**src/rtl/pong_score_keeper.sv**
```systemverilog
// pong_score_keeper: score, serve timing and game state for a two-player pong game.
// Latency: scores, state flags and winner update one clock after the input pulse.
//   o_serve is the exception: it is asserted combinationally in the same cycle as
//   the frame tick that completes the serve delay, and o_play follows one cycle later.
// Backpressure: none. Every input is a single-cycle pulse. A pulse that arrives in a
//   state that does not use it is dropped.
// Ports:
//   i_clk, i_rst (synchronous, active-high), i_frame_tick, i_point_p1, i_point_p2,
//   i_new_game.
//   o_score_p{1,2}d{1,2}: BCD ones (d1) and tens (d2) digits of each player's score.
//   o_serve / o_serve_dir: ball launch pulse and its direction (1 = toward player 2).
//   o_play, o_finish, o_winner (01 = player 1, 10 = player 2).
// Build option: define PONG_WIN_BY_TWO_EN to require a two-point lead to win. When
//   both players reach 99 in that mode, the next point wins.
module pong_score_keeper #(
  parameter int GAME_LIMIT   = 5,
  parameter int SERVE_FRAMES = 60
) (
  input  logic       i_clk,
  input  logic       i_rst,
  input  logic       i_frame_tick,
  input  logic       i_point_p1,
  input  logic       i_point_p2,
  input  logic       i_new_game,
  output logic [3:0] o_score_p1d1,
  output logic [3:0] o_score_p1d2,
  output logic [3:0] o_score_p2d1,
  output logic [3:0] o_score_p2d2,
  output logic       o_serve,
  output logic       o_serve_dir,
  output logic       o_play,
  output logic       o_finish,
  output logic [1:0] o_winner
);

  localparam logic [6:0] LIMIT      = 7'(GAME_LIMIT);
  localparam logic [7:0] SERVE_LAST = 8'(SERVE_FRAMES - 1);
  localparam logic [6:0] MAX_SCORE  = 7'd99;

  typedef enum logic [1:0] {IDLE, SERVE, PLAY, DONE} state_t;

  state_t     state;
  logic [6:0] score1;
  logic [6:0] score2;
  logic [7:0] serve_cnt;

  // Next-score values, computed in parallel in binary and BCD.
  logic [6:0] score1_inc;
  logic [6:0] score2_inc;
  logic [3:0] p1d1_inc;
  logic [3:0] p1d2_inc;
  logic [3:0] p2d1_inc;
  logic [3:0] p2d2_inc;
  logic       p1_wins;
  logic       p2_wins;
  logic       serve_fire;

  always_comb begin
    score1_inc = score1;
    p1d1_inc   = o_score_p1d1;
    p1d2_inc   = o_score_p1d2;
    if (score1 != MAX_SCORE) begin
      score1_inc = score1 + 7'd1;
      if (o_score_p1d1 == 4'd9) begin
        p1d1_inc = 4'd0;
        p1d2_inc = o_score_p1d2 + 4'd1;
      end else begin
        p1d1_inc = o_score_p1d1 + 4'd1;
      end
    end
  end

  always_comb begin
    score2_inc = score2;
    p2d1_inc   = o_score_p2d1;
    p2d2_inc   = o_score_p2d2;
    if (score2 != MAX_SCORE) begin
      score2_inc = score2 + 7'd1;
      if (o_score_p2d1 == 4'd9) begin
        p2d1_inc = 4'd0;
        p2d2_inc = o_score_p2d2 + 4'd1;
      end else begin
        p2d1_inc = o_score_p2d1 + 4'd1;
      end
    end
  end

  // The win test is evaluated against the post-increment score of the scorer.
`ifdef PONG_WIN_BY_TWO_EN
  logic deuce_at_max;
  always_comb begin
    // Both players pinned at 99: a two-point lead can no longer be built,
    // so the next point decides the game.
    deuce_at_max = (score1 == MAX_SCORE) && (score2 == MAX_SCORE);
    p1_wins = ((score1_inc >= LIMIT) &&
               ({1'b0, score1_inc} >= ({1'b0, score2} + 8'd2))) || deuce_at_max;
    p2_wins = ((score2_inc >= LIMIT) &&
               ({1'b0, score2_inc} >= ({1'b0, score1} + 8'd2))) || deuce_at_max;
  end
`else
  always_comb begin
    p1_wins = (score1_inc == LIMIT);
    p2_wins = (score2_inc == LIMIT);
  end
`endif

  // Serve fires on the tick that completes the delay. Reset and new-game
  // restart the delay, so they suppress the launch in that cycle.
  assign serve_fire = (state == SERVE) && i_frame_tick && (serve_cnt == SERVE_LAST);
  assign o_serve    = serve_fire && !i_rst && !i_new_game;

  always_ff @(posedge i_clk) begin
    if (i_rst) begin
      state        <= IDLE;
      score1       <= '0;
      score2       <= '0;
      o_score_p1d1 <= '0;
      o_score_p1d2 <= '0;
      o_score_p2d1 <= '0;
      o_score_p2d2 <= '0;
      serve_cnt    <= '0;
      o_serve_dir  <= 1'b1;
      o_play       <= 1'b0;
      o_finish     <= 1'b0;
      o_winner     <= 2'b00;
    end else if (i_new_game) begin
      state        <= SERVE;
      score1       <= '0;
      score2       <= '0;
      o_score_p1d1 <= '0;
      o_score_p1d2 <= '0;
      o_score_p2d1 <= '0;
      o_score_p2d2 <= '0;
      serve_cnt    <= '0;
      o_serve_dir  <= 1'b1;
      o_play       <= 1'b0;
      o_finish     <= 1'b0;
      o_winner     <= 2'b00;
    end else begin
      case (state)
        IDLE: begin
          // Scores were cleared on entry to IDLE; nothing to do until a new game.
        end
        SERVE: begin
          if (i_frame_tick) begin
            if (serve_cnt == SERVE_LAST) begin
              serve_cnt <= '0;
              state     <= PLAY;
              o_play    <= 1'b1;
            end else begin
              serve_cnt <= serve_cnt + 8'd1;
            end
          end
        end
        PLAY: begin
          if (i_point_p1 && i_point_p2) begin
            // Simultaneous points: replay the rally in the same direction.
            state     <= SERVE;
            serve_cnt <= '0;
            o_play    <= 1'b0;
          end else if (i_point_p1) begin
            score1       <= score1_inc;
            o_score_p1d1 <= p1d1_inc;
            o_score_p1d2 <= p1d2_inc;
            o_serve_dir  <= 1'b1;
            o_play       <= 1'b0;
            serve_cnt    <= '0;
            if (p1_wins) begin
              state    <= DONE;
              o_finish <= 1'b1;
              o_winner <= 2'b01;
            end else begin
              state <= SERVE;
            end
          end else if (i_point_p2) begin
            score2       <= score2_inc;
            o_score_p2d1 <= p2d1_inc;
            o_score_p2d2 <= p2d2_inc;
            o_serve_dir  <= 1'b0;
            o_play       <= 1'b0;
            serve_cnt    <= '0;
            if (p2_wins) begin
              state    <= DONE;
              o_finish <= 1'b1;
              o_winner <= 2'b10;
            end else begin
              state <= SERVE;
            end
          end
        end
        DONE: begin
          // Frozen until a new game.
        end
        default: state <= IDLE;
      endcase
    end
  end

endmodule

```
**config.mk**
```make
export PLATFORM = sky130hd
export DESIGN_NAME = pong_score_keeper
export DESIGN_NICKNAME = d
export VERILOG_FILES = /design/src/rtl/pong_score_keeper.sv
export SDC_FILE = /design/constraint.sdc
export NUM_CORES = 1
export LEC_CHECK = 0
export BUFFER_PORTS_ARGS = -buffer_cell sky130_fd_sc_hd__clkbuf_2
export CORE_ASPECT_RATIO = 1.1
export CORE_MARGIN = 2
export CORE_UTILIZATION = 40
export CTS_CLUSTER_DIAMETER = 30
export DETAILED_ROUTE_END_ITERATION = 16
export PLACE_DENSITY_LB_ADDON = 0.25
export SLEW_MARGIN = 20
export SYNTH_ARGS = -nofsm -noshare
export SYNTH_HDL_FRONTEND = slang
export SYNTH_SLANG_ARGS = --single-unit
```
**constraint.sdc**
```tcl
create_clock -name i_clk -period 2.3 [get_ports i_clk]
set_clock_uncertainty 0.05 [all_clocks]
set_input_delay 0.46 -clock i_clk [delete_from_list [all_inputs] [get_ports i_clk]]
set_output_delay 0.46 -clock i_clk [all_outputs]
set_load 0.1 [all_outputs]
```
== After elaboration in Yosys (flattened, before gate mapping) ==
Index checks and enable logic that the tools add are counted.
W data, S select, Z words.

* Memory bits (read-only): 0
* Register bits after elaboration: 45
* Output and inout port bits: 22
* Bits in writable memories: 0
* Word-level logic and storage cells: 95
* Memories: 0
* Latch bits: 0

* Shift operators: 0
* Order comparisons: 0
* Div/mod/pow operators: 0
* Bitwise logic cells: 2
* Reductions and logical operators: 23
* Multiplexer cells: 34
* Multiply operators: 0
* Add/sub/neg operators: 7
* Equality and inequality tests: 16

{| class="wikitable"
|+ Operators with widths
! kind !! count
|-
| $mux W8 || 5
|-
| $mux W2 || 11
|-
| $add A4 B1 Y4 const B || 4
|-
| $pmux W8 S2 || 1
|-
| $reduce_and A4 Y1 || 4
|-
| $reduce_and A5 Y1 || 3
|-
| $add A7 B1 Y7 const B || 2
|-
| $eq A7 B3 Y1 const B || 2
|-
| $mux W7 || 2
|-
| $ne A7 B7 Y1 const B || 2
|-
| $mux W1 || 11
|-
| $reduce_and A3 Y1 || 3
|-
| $add A8 B1 Y8 const B || 1
|-
| $eq A4 B4 Y1 const B || 2
|-
| $eq A8 B6 Y1 const B || 1
|-
| $mux W4 || 2
|-
| $reduce_and A6 Y1 || 1
|-
| $reduce_bool A2 Y1 || 3
|-
| $logic_and A1 B1 Y1 || 5
|-
| $ne A5 B5 Y1 const B || 1
|-
| $ne A2 B1 Y1 const B || 2
|-
| $ne A4 B4 Y1 const B || 1
|-
| $pmux W2 S2 || 1
|-
| $ne A3 B2 Y1 const B || 1
|-
| 9 further kinds || 11
|}

== Logic depth before layout (Yosys ltp) ==
* Depth in word-level cells: 9
* Depth in mapped cells: 7
* Depth with buffers taken out: 6

== Worst setup path before layout ==
No wires, ideal clock.

* Path type: flip-flop to output port
* Start: reg serve_cnt[0]
* End: out o_serve
* Data arrival time: 1.758 ns
* Stages on the path, launching flop included: 5
* Setup slack: 0.032 ns
* Path through: dfxtp_1 -> ha_1 -> and4_1 -> and4_1 -> and2_1

* Longest elaborated chain between the ends: 4

{| class="wikitable"
|+ RTL lines
! item !! RTL line !! RTL
|-
| from (decl) || 45 || <nowiki>logic [7:0] serve_cnt;</nowiki>
|-
| from (signal assigned) || 151 || <nowiki>serve_cnt <= serve_cnt + 8'd1;</nowiki>
|-
| $eq A8 B6 Y1 || 109 || <nowiki>assign serve_fire = (state == SERVE) && i_frame_tick && (serve_cnt == SERVE_LAST);</nowiki>
|-
| $logic_and A1 B1 Y1 || 109 ||
|-
| $logic_and A1 B1 Y1 (2 in a row) || 110 || <nowiki>assign o_serve = serve_fire && !i_rst && !i_new_game;</nowiki>
|-
| to (decl) || 29 || <nowiki>output logic o_serve,</nowiki>
|}

Every way passes these cells.

== Worst setup path after layout ==
Ends and elaborated chain as after synthesis.

==> run summary <==
Worst path slowest cell: dfxtp_2
synth warn: 0
Fmax: 0.4615 GHz
PD cells: 572.8 nW/µm²
slew margin rel.: 63.79%
drt pass-1 iters: 4
DRC viols: 0
worst r2r path cells: 8
part of the power in combinational logic: 3.4%
Vias/cell: 5.327
most frequent cells in the layout: dfxtp_1 (43), clkbuf_2 (26), nor2_1 (25), a21oi_1 (25), nand2_1 (18)
height of the chip: 83.53 µm
final hold viol count: 0
Max FO, Critical Path: 4
Initial Util: 42.08%
DIE AREA: 6373 µm²
Clk pin slew, worst setup/hold paths: 90 ps
initial antenna violation count: 0
clock sink count: 45
status: complete, no violations
RSZ-0062 raised after global routing: no
Slew Viols, Final: 0
FF+latch area: 903.4 µm²
Final ANT Viol Nets: 0
IO buf count: 27
crit start category: register
GRT Total Usage: 14.86%
Max Buffers Root-to-Sink: 2
Hold EP: state[0]
crit-path leading delay family: simple AND/OR/NAND/NOR gates
DRT iter0 DRCs: 58
Final Cycle Share: 94.20%
Resize count post-CTS: 4
DIE WIDTH: 76.30 µm
multi-input logic area: 1328 µm²
WHS: 371.1 ps
crit path cell chain: ha_4 > and4_4 > and4_4 > and2_4 > buf_12
GR peak layer: met2
Max-cap violations: 0
Seq cells post-synth: 45
clk_lat worst skew: 300 ps
post-layout total power: 0.001552 W
post-CTS setup buffer count: 0
crit path buf inv count: 1
Hold Path Depth: 2
Synth cell types: 48
GR Util met3: 4.113%
htree depth: 2
Ports: 28
post-synthesis adder-cell area fraction: 5.441%
XOR/XNOR Fraction of Synth Area: 5.713%
vias in the first global route: 1,787
Worst Max-Slew Pin Slew: 545.4 ps
sw power: 0.0003143 W
post-synthesis compound-gate area fraction: 17.57%
share of layout cells above drive strength 1: 18.27%
TritonCTS clock tree: built
root buf cell: clkbuf_8
largest family of logic cells by synthesized area: simple AND/OR/NAND/NOR gates
Nets: 316
post-synthesis sequential area ratio: 39.17%
Final Setup Violations: 0
Leakage: 0.9870 nW
M2 GR Usage: 23.89%
core area: 5465 µm²
reg-to-reg critical path endpoint: o_score_p2d1[3]
switch share: 20.25%
# hold bufs at CTS: 0
Reg2Reg Launch Point: state[0]
EDFF count, synth: 0
Area Growth Syn to Fin: 17.85%
Post-Syn Nets: 285
# rows: 28
CTS Buf Count: 5
Reg2Reg Setup Slack: 270 ps
peak supply drop: 0.0002662 V
Via Count: 2,003
syn avg cell area: 8.549 µm²
data required time at the worst endpoint: 1790 ps
clock network fraction of total power: 46.2%
clock period minus worst slack: 2167 ps
ys flop type: dfxtp_1
Worst Hold Launch: i_new_game
critical path endpoint category: output pin
first-pass GRT wire length: 7948 µm
CP peak stage delay: 380 ps
post-DP HPWL: 3340 µm
Syn Inst Count: 269
synthesized area: 2300 µm²
Final Wtd Congestion: 0.8155
Async SR Flop Fraction: 0%
largest net degree at the start of global routing: 26
setup tns final: 0 ps
Int Power: 0.001238 W
Synth Area in Simple Gates: 26.39%
sequential power share: 50.4%
most common cell after layout, fill and taps aside: dfxtp_1
Crit Path Category: reg2out
worst min path class: in2reg
most frequent CP cell: and4_4
critical path arrival: 1660 ps
final wirelength: 4579 µm
n_diodes: 0
met1 Use GR: 19.40%
layout filler cell count: 535
total gr overflow: 0
WL/cell: 12.18 µm
post-synthesis mux area share: 1.741%
## worst reg2reg max path, cell delays in order (launching register included)
cell	delay [ps]
dfxtp_1	360
inv_1	60
ha_1	290
buf_4	190
and4bb_2	220
buf_4	160
o211ai_1	180
nor2_1	90
a311o_1	320
## area by class of cell
type	count	share of cell area [%]
tap	75	3.463
clock inverter	3	2.539
inverter	14	1.939
clock buffer	5	2.539
sequential	45	33.33
multi-input combinational	201	48.98
timing repair buffer	33	7.202
## synthesized netlist by cell type, drive strengths merged, types with 2 or more instances
cell	count	share of area (%)
o31ai	5	1.6
nand2	18	2.9
mux2i	4	1.7
a21oi	25	5.4
xnor2	6	2.3
or3	10	2.7
o21ai	14	3.0
nand3b	3	0.98
nor2	25	4.1
a211o	2	0.76
or4	5	1.6
nand4	5	1.4
dfxtp	45	39
or3b	2	0.76
ha	10	5.4
and3	4	1.1
nor4	2	0.82
clkbuf	5	0.82
nand4b	6	2.6
buf	4	0.87
a211oi	3	0.98
inv	14	2.3
a31oi	4	1.1
and4	2	0.76
or2	2	0.54
nand3	7	1.5
xor2	9	3.4
nand2b	3	0.82
and2	2	0.54
o211ai	4	1.3
nor3	6	1.5
## registers in the layout (all words and copies together) (netlist names)
signal	flops
serve_cnt	8
o_serve_dir	1
state	2
score1	7
o_finish	1
o_score_p2d1	4
score2	7
o_score_p1d1	4
o_winner	2
o_score_p1d2	4
o_score_p2d2	4
o_play	1
## power groups by stage
stage / sequential [W] / combinational, W / clock, W
4_1_cts: 0.000782 / 0.0000532 / 0.000736
5_1_grt: 0.000783 / 0.0000596 / 0.000772
2_1_floorplan: 0.000800 / 0.0000340 / 0
3_3_place_gp: 0.000800 / 0.0000518 / 0
6_report: 0.000783 / 0.0000528 / 0.000717
3_5_place_dp: 0.000801 / 0.0000528 / 0
## per-layer routing
layer / share of wire (%) / wire [µm]
met5: 0 / 0
met4: 0.85 / 39
met3: 3.6 / 167
met2: 47 / 2146
met1: 49 / 2226
## metrics by stage
| stage | area (µm²) | util (%) | setup WS (ps) | instances |
|---|---|---|---|---|
| 4_1_cts | 2696 | 49.34 | 10.98 | 376 |
| 3_5_place_dp | 2550 | 46.66 | 192.9 | 368 |
| 2_1_floorplan | 2300 | - | 31.91 | 269 |
| 3_3_place_gp | 2550 | 46.66 | 236.4 | 368 |
| 6_report | 2710 | 49.59 | 133.4 | 376 |
| 5_1_grt | 2710 | 49.59 | 52.41 | 376 |
## logic make-up after synthesis
logic type	after synthesis
XOR/XNOR	15
AO/OA/AOI/OAI	66
adder cells (fa/ha/maj)	10
flip-flops	45
buffers and inverters	23
AND/OR/NAND/NOR	106
multiplexers	4
## how the worst max path moves through the flow
stage                       startpoint  slack (ps)  depth (start not counted)           end
after detailed placement    i_point_p1         190                          7  serve_cnt[7]
final                     serve_cnt[0]         130                          5       o_serve
after global routing      serve_cnt[0]          50                          5       o_serve
after CTS                 serve_cnt[1]          10                          5       o_serve
after global placement      i_point_p1         240                          7  serve_cnt[7]
after floorplan           serve_cnt[0]          30                          4       o_serve
No activity file was read; power rests on OpenSTA's default activity.
